==> config.mk <==
export PLATFORM = sky130hd
export DESIGN_NAME = config_fifo_responder_flat
export DESIGN_NICKNAME = d
export VERILOG_FILES = /design/src/rtl/config_fifo_pkg.sv /design/src/rtl/config_fifo_if.sv /design/src/rtl/config_fifo_mem.sv /design/src/rtl/config_fifo_responder.sv /design/src/flat_wrapper.sv
export SDC_FILE = /design/constraint.sdc
export NUM_CORES = 1
export LEC_CHECK = 0
export BUFFER_PORTS_ARGS = -buffer_cell sky130_fd_sc_hd__buf_2
export CAP_MARGIN = 10
export CORE_MARGIN = 4
export CORE_UTILIZATION = 45
export DETAILED_ROUTE_END_ITERATION = 10
export PLACE_DENSITY = 0.68
export SLEW_MARGIN = 20
export SYNTH_ARGS = -nofsm -noshare
export SYNTH_HDL_FRONTEND = slang
export SYNTH_HIERARCHICAL = 1
export SYNTH_SLANG_ARGS = --single-unit
==> constraint.sdc <==
create_clock -name clk -period 4.76 [get_ports clk]
set_clock_uncertainty 0.15 [all_clocks]
set_input_delay 0.714 -clock clk [delete_from_list [all_inputs] [get_ports clk]]
set_output_delay 0.714 -clock clk [all_outputs]
set_load 0.01 [all_outputs]
==> src/rtl/config_fifo_pkg.sv <==
// Shared types and default sizing for the config FIFO responder.
package config_fifo_pkg;

    localparam int DEF_DATA_WIDTH = 8;
    localparam int DEF_DEPTH      = 4;

    typedef enum logic [1:0] {
        EMPTY   = 2'd0,
        PARTIAL = 2'd1,
        FULL    = 2'd2
    } occ_state_t;

endpackage

==> src/rtl/config_fifo_if.sv <==
// Config bus between initiator (master) and FIFO responder (slave).
// Optional error flags appear when CONFIG_FIFO_RESP_ERR_EN is defined.
interface config_fifo_if
    import config_fifo_pkg::*;
#(
    parameter int DATA_WIDTH = DEF_DATA_WIDTH,
    parameter int DEPTH      = DEF_DEPTH
) ();

    logic                         w_en;
    logic [DATA_WIDTH-1:0]        write_data;
    logic                         r_en;
    logic [DATA_WIDTH-1:0]        read_data;
    logic                         read_valid;
    logic [$clog2(DEPTH+1)-1:0]   count;
    logic                         full;
    logic                         empty;
`ifdef CONFIG_FIFO_RESP_ERR_EN
    logic                         overflow;
    logic                         underflow;

    modport master (
        output w_en, write_data, r_en,
        input  read_data, read_valid, count, full, empty, overflow, underflow
    );

    modport slave (
        input  w_en, write_data, r_en,
        output read_data, read_valid, count, full, empty, overflow, underflow
    );
`else
    modport master (
        output w_en, write_data, r_en,
        input  read_data, read_valid, count, full, empty
    );

    modport slave (
        input  w_en, write_data, r_en,
        output read_data, read_valid, count, full, empty
    );
`endif

endinterface

==> src/rtl/config_fifo_mem.sv <==
// FIFO storage: one write port and a registered read port.
// The read register resets to zero; the array itself is not reset.
module config_fifo_mem
    import config_fifo_pkg::*;
#(
    parameter int DATA_WIDTH = DEF_DATA_WIDTH,
    parameter int DEPTH      = DEF_DEPTH
) (
    input  logic                          clk,
    input  logic                          rst_n,
    input  logic                          we,
    input  logic [$clog2(DEPTH)-1:0]      waddr,
    input  logic [DATA_WIDTH-1:0]         wdata,
    input  logic                          re,
    input  logic [$clog2(DEPTH)-1:0]      raddr,
    output logic [DATA_WIDTH-1:0]         rdata
);

    logic [DATA_WIDTH-1:0] mem_q [DEPTH];

    // Array write; a same-edge read of the same slot sees the old word.
    always_ff @(posedge clk) begin
        if (we) begin
            mem_q[waddr] <= wdata;
        end
    end

    // Registered read port, holds its value when no read is requested.
    always_ff @(posedge clk or negedge rst_n) begin
        if (!rst_n) begin
            rdata <= '0;
        end else if (re) begin
            rdata <= mem_q[raddr];
        end
    end

endmodule

==> src/rtl/config_fifo_responder.sv <==
// Config bus responder that queues writes in a DEPTH-entry FIFO and
// returns them in order on reads, with occupancy status.
// Optional sticky overflow/underflow flags: CONFIG_FIFO_RESP_ERR_EN.
//
// state   | meaning
// --------+------------------------------------------
// EMPTY   | no entries, pops rejected
// PARTIAL | 1..DEPTH-1 entries, push and pop accepted
// FULL    | DEPTH entries, push only with a same-cycle pop
module config_fifo_responder
    import config_fifo_pkg::*;
#(
    parameter int DATA_WIDTH = DEF_DATA_WIDTH,
    parameter int DEPTH      = DEF_DEPTH
) (
    input  logic          clk,
    input  logic          rst_n,
    config_fifo_if.slave  bus
);

    localparam int PTR_W = $clog2(DEPTH);
    localparam int CNT_W = $clog2(DEPTH+1);

    occ_state_t            state_q, state_d;
    logic [CNT_W-1:0]      count_q, count_d;
    logic [PTR_W-1:0]      wr_ptr_q, rd_ptr_q;
    logic                  push_ok, pop_ok;
    logic                  read_valid_q;
    logic [DATA_WIDTH-1:0] rdata;

    // Accept decisions; a full FIFO takes a push only when it also pops.
    always_comb begin
        pop_ok  = bus.r_en && (state_q != EMPTY);
        push_ok = bus.w_en && ((state_q != FULL) || pop_ok);
    end

    // Occupancy next-state and count update.
    always_comb begin
        state_d = state_q;
        count_d = count_q;
        if (push_ok && !pop_ok) begin
            count_d = count_q + CNT_W'(1);
        end else if (pop_ok && !push_ok) begin
            count_d = count_q - CNT_W'(1);
        end
        case (state_q)
            EMPTY: begin
                if (push_ok) state_d = PARTIAL;
            end
            PARTIAL: begin
                if (push_ok && !pop_ok && count_q == CNT_W'(DEPTH-1)) begin
                    state_d = FULL;
                end else if (pop_ok && !push_ok && count_q == CNT_W'(1)) begin
                    state_d = EMPTY;
                end
            end
            FULL: begin
                if (pop_ok && !push_ok) state_d = PARTIAL;
            end
            default: state_d = EMPTY;
        endcase
    end

    // State, count, pointers and read strobe.
    always_ff @(posedge clk or negedge rst_n) begin
        if (!rst_n) begin
            state_q      <= EMPTY;
            count_q      <= '0;
            wr_ptr_q     <= '0;
            rd_ptr_q     <= '0;
            read_valid_q <= 1'b0;
        end else begin
            state_q      <= state_d;
            count_q      <= count_d;
            read_valid_q <= pop_ok;
            if (push_ok) wr_ptr_q <= wr_ptr_q + PTR_W'(1);
            if (pop_ok)  rd_ptr_q <= rd_ptr_q + PTR_W'(1);
        end
    end

    config_fifo_mem #(
        .DATA_WIDTH (DATA_WIDTH),
        .DEPTH      (DEPTH)
    ) u_mem (
        .clk   (clk),
        .rst_n (rst_n),
        .we    (push_ok),
        .waddr (wr_ptr_q),
        .wdata (bus.write_data),
        .re    (pop_ok),
        .raddr (rd_ptr_q),
        .rdata (rdata)
    );

    assign bus.read_data  = rdata;
    assign bus.read_valid = read_valid_q;
    assign bus.count      = count_q;
    assign bus.full       = (state_q == FULL);
    assign bus.empty      = (state_q == EMPTY);

`ifdef CONFIG_FIFO_RESP_ERR_EN
    logic overflow_q, underflow_q;

    // Sticky error flags, cleared only by reset.
    always_ff @(posedge clk or negedge rst_n) begin
        if (!rst_n) begin
            overflow_q  <= 1'b0;
            underflow_q <= 1'b0;
        end else begin
            if (bus.w_en && !push_ok) overflow_q  <= 1'b1;
            if (bus.r_en && !pop_ok)  underflow_q <= 1'b1;
        end
    end

    assign bus.overflow  = overflow_q;
    assign bus.underflow = underflow_q;
`endif

endmodule
==> src/flat_wrapper.sv <==
// flat-port wrapper written by rule: the top's interface ports become plain ports
module config_fifo_responder_flat import config_fifo_pkg::*;
#(
    parameter int DATA_WIDTH = DEF_DATA_WIDTH,
    parameter int DEPTH      = DEF_DEPTH
)
  (clk, rst_n, bus_w_en, bus_write_data, bus_r_en, bus_read_data, bus_read_valid, bus_count, bus_full, bus_empty);
  config_fifo_if #(.DATA_WIDTH(DATA_WIDTH), .DEPTH(DEPTH)) bus_i ();
  input  logic clk;
  input  logic rst_n;
  input wire logic [$bits(bus_i.w_en)-1:0] bus_w_en;
  input wire logic [$bits(bus_i.write_data)-1:0] bus_write_data;
  input wire logic [$bits(bus_i.r_en)-1:0] bus_r_en;
  output wire logic [$bits(bus_i.read_data)-1:0] bus_read_data;
  output wire logic [$bits(bus_i.read_valid)-1:0] bus_read_valid;
  output wire logic [$bits(bus_i.count)-1:0] bus_count;
  output wire logic [$bits(bus_i.full)-1:0] bus_full;
  output wire logic [$bits(bus_i.empty)-1:0] bus_empty;
  assign bus_i.w_en = bus_w_en;
  assign bus_i.write_data = bus_write_data;
  assign bus_i.r_en = bus_r_en;
  assign bus_read_data = bus_i.read_data;
  assign bus_read_valid = bus_i.read_valid;
  assign bus_count = bus_i.count;
  assign bus_full = bus_i.full;
  assign bus_empty = bus_i.empty;
  config_fifo_responder #(.DATA_WIDTH(DATA_WIDTH), .DEPTH(DEPTH)) u_core (.clk(clk), .rst_n(rst_n), .bus(bus_i));
endmodule
==> results of run 1 <==
[Yosys cell counts (2+ instances only)]
| cell type | n | area, um^2 |
|---|---|---|
| a31oi_1 | 2 | 12.5 |
| and3_1 | 3 | 18.8 |
| buf_6 | 4 | 45.0 |
| dfrtp_1 | 18 | 450 |
| edfxtp_1 | 32 | 961 |
| ha_1 | 4 | 50.1 |
| inv_1 | 6 | 22.5 |
| maj3_2 | 2 | 22.5 |
| mux2i_1 | 17 | 170 |
| nand2_1 | 6 | 22.5 |
| nand2b_1 | 9 | 56.3 |
| nor2_1 | 3 | 11.3 |
| nor2b_1 | 2 | 12.5 |
| o21ai_0 | 4 | 20.0 |
| o221ai_1 | 8 | 70.1 |
| xnor2_1 | 4 | 35.0 |
[sequential cells by signal, summed over array words and instances (netlist names)]
name                   cells
u_core/bus.count           3
u_core/state_q             2
u_core/bus.read_valid      1
u_core/u_mem/rdata         8
u_core/u_mem/mem_q        32
u_core/rd_ptr_q            2
u_core/wr_ptr_q            2
[how the worst max path moves through the flow]
stage / cells after the start / slack [ns] / startpoint / endpoint
final: 4 / 2.55 / u_core/state_q[0] / u_core/u_mem/mem_q[2][6]
after global routing: 4 / 2.39 / u_core/state_q[0] / u_core/u_mem/mem_q[2][6]
after CTS: 3 / 2.18 / u_core/state_q[0] / u_core/u_mem/mem_q[0][5]
after detailed placement: 3 / 1.94 / bus_w_en / u_core/u_mem/mem_q[0][7]
after global placement: 3 / 2.09 / bus_w_en / u_core/u_mem/mem_q[0][2]
after floorplan: 3 / 2.50 / bus_w_en / u_core/u_mem/mem_q[0][0]
[final cells by class]
cell class / instances / area (um^2)
Clock buffer: 5 / 68.8
Clock inverter: 3 / 63.8
Fill cell: 382 / 2080
Inverter: 7 / 26.3
Multi-Input combinational cell: 81 / 661
Sequential cell: 50 / 1410
Tap cell: 52 / 65.1
Timing Repair Buffer: 25 / 125
[worst max-delay path, cell delays in order, from the launching register on]
cell and delay [ns]:
dfrtp_1 0.55, nand2b_4 0.22, o21a_1 0.23, nand2_1 0.08, nor2_1 0.61
[through the flow]
| step | setup WS [ns] | cell area (um^2) |
|---|---|---|
| floorplan | 2.50 | 2160 |
| global placement | 2.09 | 2280 |
| detailed placement | 1.94 | 2280 |
| CTS | 2.18 | 2420 |
| global route | 2.39 | 2420 |
| finish | 2.55 | 2420 |
[logic make-up after synthesis]
family                   count (synthesis)
AO/OA/AOI/OAI                           24
XOR/XNOR                                 5
adder cells (fa/ha/maj)                  6
buffers and inverters                   13
flip-flops                              50
multiplexers                            17
AND/OR/NAND/NOR                         29
[power by group through the flow]
stage,registers [uW],clock network (uW),logic [uW]
finish,709,335,421
global route,726,364,460
CTS,709,342,425
global placement,710,0,412
detailed placement,717,0,423
floorplan,688,0,340
[metal layers]
| layer | part of all wire (%) | vias to the layer above |
|---|---|---|
| met4 | 0.84 | 0 |
| met5 | 0 | - |
| met1 | 47 | 604 |
| met3 | 3.8 | 5 |
| li1 | - | 594 |
| met2 | 48 | 21 |
==> run summary, run 1 <==
Internal -> 1000 uW
cts hold-fix bufs -> 0
Net Sw Frac -> 31.5%
Hold Crit Class -> input port to asynchronous set/reset pin
Hold Violations, Final -> 0
final wirelength -> 3.69 mm
vias in the first global route -> 1224
EDFF count, synth -> 32
layer with the highest usage -> met2
Slew HR -> 37.8%
diode count -> 0
Setup Total Neg Slack -> 0 ns
initial drt markers -> 87
Yosys Warn Count -> 6
post-route ant nets -> 0
power share of the combinational group -> 28.8%
Reg power frac -> 48.4%
outcome -> complete, no violations
grt total ovfl -> 0
initial core utilization -> 48.0%
simple-gate share of the synthesized area -> 7.81%
fmax -> 0.453 GHz
Placeable Area -> 4500 um^2
overall routing resource usage -> 13.1%
Mapped Area -> 2160 um^2
Placed Cells -> 215
Setup crit start kind -> flop
H-tree depth -> 2
Pins Over Slew Limit -> 0
RSZ-0062 raised after global routing -> no
share of flip-flops with an asynchronous set or reset -> 36.0%
met1 GRT Util -> 16.8%
xor and xnor area share after synthesis -> 2.03%
first-pass detailed-route iteration total -> 4
CP endpoint kind -> flop
Via density -> 5.49
Top FF cell, synth -> edfxtp_1
PD cells -> 605 nW/um^2
dpl hpwl -> 2.58 mm
share of cells above drive strength 1 -> 25.1%
number of antenna violations at the first check in global routing -> 0
maximum vdd ir drop -> 318 uV
Mapped Nets -> 160
Unique masters post-synth -> 36
cts repair resizes -> 0
LEAKAGE -> 0.00101 uW
final setup fails -> 0
r2r setup slk -> 2.55 ns
post-layout util -> 53.8%
crit path DAT -> 1.98 ns
later-pin clock latency in the skew report -> 0.29 ns
DIE AREA -> 5980 um^2
via count -> 1224
drt wl/cell -> 16.6 um
first-pass GRT wire length -> 6.06 mm
adder and majority gate portion of the synthesized area -> 3.36%
most frequent cells in the layout -> 32 x edfxtp_1, 25 x buf_2, 18 x dfrtp_1, 17 x mux2i_1, 9 x nand2b_1
Worst R2R Path Depth -> 4
Slew @ Worst Pin -> 0.932 ns
I/O pins -> 26
Layout Cells excl Fill -> 223
WHS -> 0.193 ns
worst-path maximum fanout -> 11
Post-Syn Area per Cell -> 15.0 um^2
cell count after synthesis -> 144
IO Port Bufs -> 25
commonest non-fill, non-tap cell in the layout -> edfxtp_1
post-synthesis mux area share -> 7.87%
Clk network pwr share -> 22.8%
CTS tree -> built
GR Util met2 -> 21.0%
max cap viols -> 0
Compound-Gate Fraction of Synth Area -> 9.26%
largest net degree at the start of global routing -> 19
clock sinks -> 50
GR Util met3 -> 4.22%
Worst EP required -> 4.53 ns
Reg clk slew, reported paths -> 0.09 ns
cell row count -> 24
CTS Buf Count -> 5
final worst path period need -> 2.21 ns
Area growth, synth to finish -> 12.0%
worst flop-to-flop path startpoint -> u_core/state_q[0]
CTS Root Cell -> clkbuf_8
die extent in x -> 77.3 um
crit share post-route -> 46.3%
register area share after synthesis -> 65.3%
Die Y -> 77.3 um
Psw -> 462 uW
Tot Pwr -> 1470 uW
GP Congestion -> 0.901
R2R Path End -> u_core/u_mem/mem_q[2][6]
Post-layout nets -> 186
CP Class -> flop to flop
largest family of logic cells by synthesized area -> compound AO/OA/AOI/OAI gates
post-route DRC violation count -> 0
post-CTS setup buffers -> 0
FF+latch count, synth -> 50
Clock Tree Buf Depth -> 2
Power figures use the tool's default switching activity.
==> run 2, diff against run 1 <==
ABC_AREA = 1   (was not set)
clock period = 2.2 ns   (was 4.76 ns; I/O delays follow)
==> run summary, run 2 <==
FF+latch count, synth -> 50
r2r setup slk -> 0.53 ns
die extent in x -> 79.3 um
crit share post-route -> 75.9%
largest reg by FF count -> u_core/u_mem/mem_q
Clk network pwr share -> 19.9%
Area growth, synth to finish -> 14.1%
hold worst-path end -> u_core/u_mem/mem_q[1][3]
Mapped Area -> 2290 um^2
max cap viols -> 0
Worst EP required -> 2.05 ns
most common library cells after synthesis -> 83 x nand2_1, 47 x inv_1, 32 x edfxtp_1
Slew @ Worst Pin -> 0.404 ns
final setup fails -> 0
Top cell by count, worst path -> inv_1
CTS tree -> built
post-CTS setup buffers -> 0
leading area contributor after synthesis -> edfxtp_1
later-pin clock latency in the skew report -> 0.29 ns
cts repair resizes -> 0
final worst path period need -> 1.67 ns
Tot Pwr -> 3060 uW
Die Y -> 79.3 um
worst-path maximum fanout -> 8
outcome -> complete, no violations
Unique masters post-synth -> 23
Yosys Warn Count -> 6
max incr delay on CP -> 0.41 ns
worst flop-to-flop path startpoint -> u_core/state_q[0]
Yosys top cell area share -> 42.0%
number of antenna violations at the first check in global routing -> 0
initial drt markers -> 41
cell row count -> 25
Setup crit start kind -> flop
Crit-path slowest cell -> dfrtp_1
fmax -> 0.599 GHz
Hold Violations, Final -> 0
GP Congestion -> 0.823
Top FF cell, synth -> edfxtp_1
Worst R2R Path Depth -> 7
Internal -> 1980 uW
post-route ant nets -> 0
Reg clk slew, reported paths -> 0.09 ns
overall routing resource usage -> 14.0%
share of cells above drive strength 1 -> 17.0%
RSZ-0062 raised after global routing -> no
CP endpoint kind -> flop
post-route DRC violation count -> 0
Placeable Area -> 4820 um^2
Layout Cells excl Fill -> 338
CTS Buf Count -> 5
initial core utilization -> 47.5%
first-pass GRT wire length -> 6.67 mm
cell count after synthesis -> 237
crit path DAT -> 1.52 ns
WHS -> 0.125 ns
IO Port Bufs -> 25
diode count -> 0
cts hold-fix bufs -> 1
Clock Tree Buf Depth -> 2
power share of the combinational group -> 34.8%
final wirelength -> 4.05 mm
register area share after synthesis -> 61.6%
Reg power frac -> 45.3%
drt wl/cell -> 12.0 um
Setup Total Neg Slack -> 0 ns
Psw -> 1080 uW
post-layout util -> 54.2%
hold path cells -> 1
dpl hpwl -> 3.07 mm
EDFF count, synth -> 32
top post-synthesis cells by area -> edfxtp_1 42%, dfrtp_1 20%, nand2_1 14%
most frequent cells in the layout -> 83 x nand2_1, 47 x inv_1, 32 x edfxtp_1, 25 x buf_2, 24 x nand3_1
Largest register FFs -> 32
H-tree depth -> 2
top-count cell post-synth -> nand2_1
R2R Path End -> u_core/u_mem/mem_q[2][3]
Mapped Nets -> 253
Placed Cells -> 329
Hold Crit Class -> input port to flop
share of flip-flops with an asynchronous set or reset -> 36.0%
Via density -> 4.43
maximum vdd ir drop -> 540 uV
DIE AREA -> 6290 um^2
Net Sw Frac -> 35.4%
CTS Root Cell -> clkbuf_8
Post-Syn Area per Cell -> 9.66 um^2
worst hold path startpoint -> bus_write_data[3]
via count -> 1499
grt total ovfl -> 0
largest net degree at the start of global routing -> 19
Post-layout nets -> 286
I/O pins -> 26
commonest non-fill, non-tap cell in the layout -> nand2_1
Pins Over Slew Limit -> 0
PD cells -> 1170 nW/um^2
LEAKAGE -> 0.00132 uW
fillers -> 444
vias in the first global route -> 1428
clock sinks -> 50
first-pass detailed-route iteration total -> 4
CP Class -> flop to flop
critical-path cell list -> inv_1 -> nand3_1 -> nand2_2 -> inv_1 -> inv_1 -> nor3_1 -> buf_4
Slew HR -> 73.1%
run 2: final cells by class:
class,count,area [um^2],share of cell area [%]
sequential,50,1410,54.0
multi-input combinational,133,652,25.0
inverter,49,186,7.14
timing repair buffer,31,173,6.61
tap,67,83.8,3.21
clock buffer,7,76.3,2.92
clock inverter,1,30.0,1.15
run 2: worst max-delay path by stage:
stage,startpoint,end,slack (ns),cells past startpoint
after floorplan,u_core/state_q[0],u_core/u_mem/mem_q[0][0],0.27,6
after global placement,bus_r_en,u_core/u_mem/mem_q[0][3],0.51,8
after detailed placement,bus_r_en,u_core/u_mem/mem_q[0][5],0.50,8
after CTS,u_core/state_q[0],u_core/u_mem/mem_q[2][7],0.51,7
after global routing,u_core/state_q[0],u_core/u_mem/mem_q[2][7],0.41,7
final,u_core/state_q[0],u_core/u_mem/mem_q[2][3],0.53,7
run 2: stage by stage:
stage | area, um^2 | setup slack [ns]
floorplan | 2290 | 0.271
global placement | 2500 | 0.513
detailed placement | 2500 | 0.496
CTS | 2610 | 0.515
global route | 2610 | 0.409
finish | 2610 | 0.530
run 2: power groups by stage:
| stage | Combinational (uW) | Sequential, uW | Clock (uW) |
|---|---|---|---|
| 4_1_cts | 1070 | 1390 | 630 |
| 3_3_place_gp | 1060 | 1400 | 0 |
| 3_5_place_dp | 1070 | 1410 | 0 |
| 6_report | 1060 | 1390 | 611 |
| 5_1_grt | 1220 | 1420 | 670 |
| 2_1_floorplan | 779 | 1420 | 0 |
run 2: cells by family (layout without fill, tap and decap cells):
kind of cell | Yosys count | count (layout) | share of synthesized area (%)
AO/OA/AOI/OAI | 2 | 2 | 0.546
XOR/XNOR | 3 | 3 | 1.15
adder cells (fa/ha/maj) | 4 | 4 | 2.19
buffers and inverters | 54 | 88 | 9.89
flip-flops | 50 | 50 | 61.6
AND/OR/NAND/NOR | 124 | 124 | 24.6
run 2: worst max-delay path: cells and delay by family, from the launching register on:
family / cells / cell delay (ns)
buffers and inverters: 4 / 0.48
flip-flops: 1 / 0.41
AND/OR/NAND/NOR: 3 / 0.33
run 2: metal layers:
metal	wire length (um)	track usage, %	up-vias
met5	0	0	-
met4	51	4.64	0
met3	167	2.72	5
met2	1850	22.5	31
met1	1990	19.1	667
li1	-	-	796
==> run 3, diff against run 2 <==
clock period = 1.7 ns   (was 2.2 ns; I/O delays follow)
==> run summary, run 3 (synthesized netlist as in run 2, its figures left out) <==
largest net degree at the start of global routing -> 19
worst flop-to-flop path startpoint -> u_core/state_q[1]
first-pass GRT wire length -> 7.23 mm
Area growth, synth to finish -> 15.1%
share of cells above drive strength 1 -> 19.2%
WHS -> 0.0227 ns
H-tree depth -> 2
post-layout util -> 54.7%
worst hold path startpoint -> bus_write_data[4]
CTS Buf Count -> 5
most frequent cells in the layout -> 83 x nand2_1, 47 x inv_1, 32 x edfxtp_1, 25 x buf_2, 24 x nand3_1
Via density -> 4.48
first-pass detailed-route iteration total -> 4
cell row count -> 25
CP endpoint kind -> output port
met3 wire length -> 152 um
Setup crit start kind -> flop
Pins Over Slew Limit -> 0
overall routing resource usage -> 15.0%
largest reg by FF count -> u_core/u_mem/mem_q
diode count -> 0
DIE AREA -> 6290 um^2
hold path cells -> 1
grt total ovfl -> 0
R2R Path End -> u_core/u_mem/mem_q[0][5]
final wirelength -> 4.01 mm
vias in the first global route -> 1524
Slew @ Worst Pin -> 0.406 ns
Clock Tree Buf Depth -> 2
Slew HR -> 72.9%
outcome -> complete, no violations
wire length on met2 -> 1.82 mm
max cap viols -> 0
number of antenna violations at the first check in global routing -> 0
fmax -> 0.634 GHz
Tot Pwr -> 3880 uW
I/O pins -> 26
clock sinks -> 50
Max Used Layer -> met4
maximum vdd ir drop -> 642 uV
crit share post-route -> 92.8%
final worst path period need -> 1.58 ns
Post-layout nets -> 291
Worst R2R Path Depth -> 6
wl on met1 -> 1.95 mm
crit path DAT -> 1.17 ns
initial drt markers -> 145
fillers -> 452
CTS Root Cell -> clkbuf_8
post-route ant nets -> 0
post-route DRC violation count -> 0
Layout Cells excl Fill -> 343
LEAKAGE -> 0.00134 uW
RSZ-0062 raised after global routing -> no
die extent in x -> 79.3 um
Placed Cells -> 334
final setup fails -> 0
post-CTS setup buffers -> 0
Reg clk slew, reported paths -> 0.09 ns
later-pin clock latency in the skew report -> 0.30 ns
Placeable Area -> 4820 um^2
Largest register FFs -> 32
IO Port Bufs -> 25
worst-path maximum fanout -> 6
Worst EP required -> 1.29 ns
via count -> 1538
Hold Crit Class -> input port to flop
PD cells -> 1470 nW/um^2
GP Congestion -> 0.840
Die Y -> 79.3 um
hold worst-path end -> u_core/u_mem/mem_q[0][4]
CTS tree -> built
initial core utilization -> 47.5%
drt wl/cell -> 11.7 um
CP Class -> flop to output port
Hold Violations, Final -> 0
commonest non-fill, non-tap cell in the layout -> nand2_1
r2r setup slk -> 0.17 ns
dpl hpwl -> 2.94 mm
run 3: where the power goes:
part | switching, uW | internal [uW]
registers | 187 | 1600
logic | 869 | 555
clock network | 379 | 291
run 3: routing by layer:
layer,track usage (%),vias up
met5,0,-
met4,6.70,0
met3,3.06,7
met2,22.5,23
met1,21.1,696
li1,-,812
run 3: layout make-up:
type / instances / area, um^2 / area share (%)
clock buffers: 6 / 72.6 / 2.75
clock inverters: 2 / 13.8 / 0.522
inverters: 49 / 186 / 7.08
multi-input cells: 133 / 657 / 24.9
flip-flops and latches: 50 / 1410 / 53.6
well taps: 67 / 83.8 / 3.18
repair buffers: 36 / 210 / 7.98
run 3: what timing repair did:
| action | 4_1_cts | 5_1_grt |
|---|---|---|
| endpoints found under the hold margin | 18 | 0 |
| gates resized for setup | 0 | 1 |
| hold buffers | 1 | 0 |
| setup endpoints to repair | 0 | 7 |
run 3: stage by stage:
step	instance area (um^2)	setup slack [ns]	setup TNS, ns
floorplan	2290	-0.229	-7.33
global placement	2530	0.132	0
detailed placement	2530	0.0911	0
CTS	2630	0.100	0
global route	2640	0.000491	0
finish	2640	0.122	0
run 3: worst max-delay path by stage:
stage	start	endpoint	slack [ns]	depth (start not counted)
6_report	u_core/state_q[1]	bus_empty	0.12	3
5_1_grt	u_core/state_q[0]	u_core/u_mem/mem_q[0][2]	0.0005	7
3_5_place_dp	bus_r_en	u_core/u_mem/mem_q[2][7]	0.09	8
2_1_floorplan	u_core/state_q[0]	u_core/u_mem/mem_q[0][0]	-0.23	6
3_3_place_gp	bus_r_en	u_core/u_mem/mem_q[0][2]	0.13	8
4_1_cts	u_core/state_q[1]	bus_empty	0.10	3
run 3: critical path: stages, from the launching register on:
cell and delay [ns]:
dfrtp_1 0.38, buf_4 0.16, nor2_4 0.17, buf_2 0.16
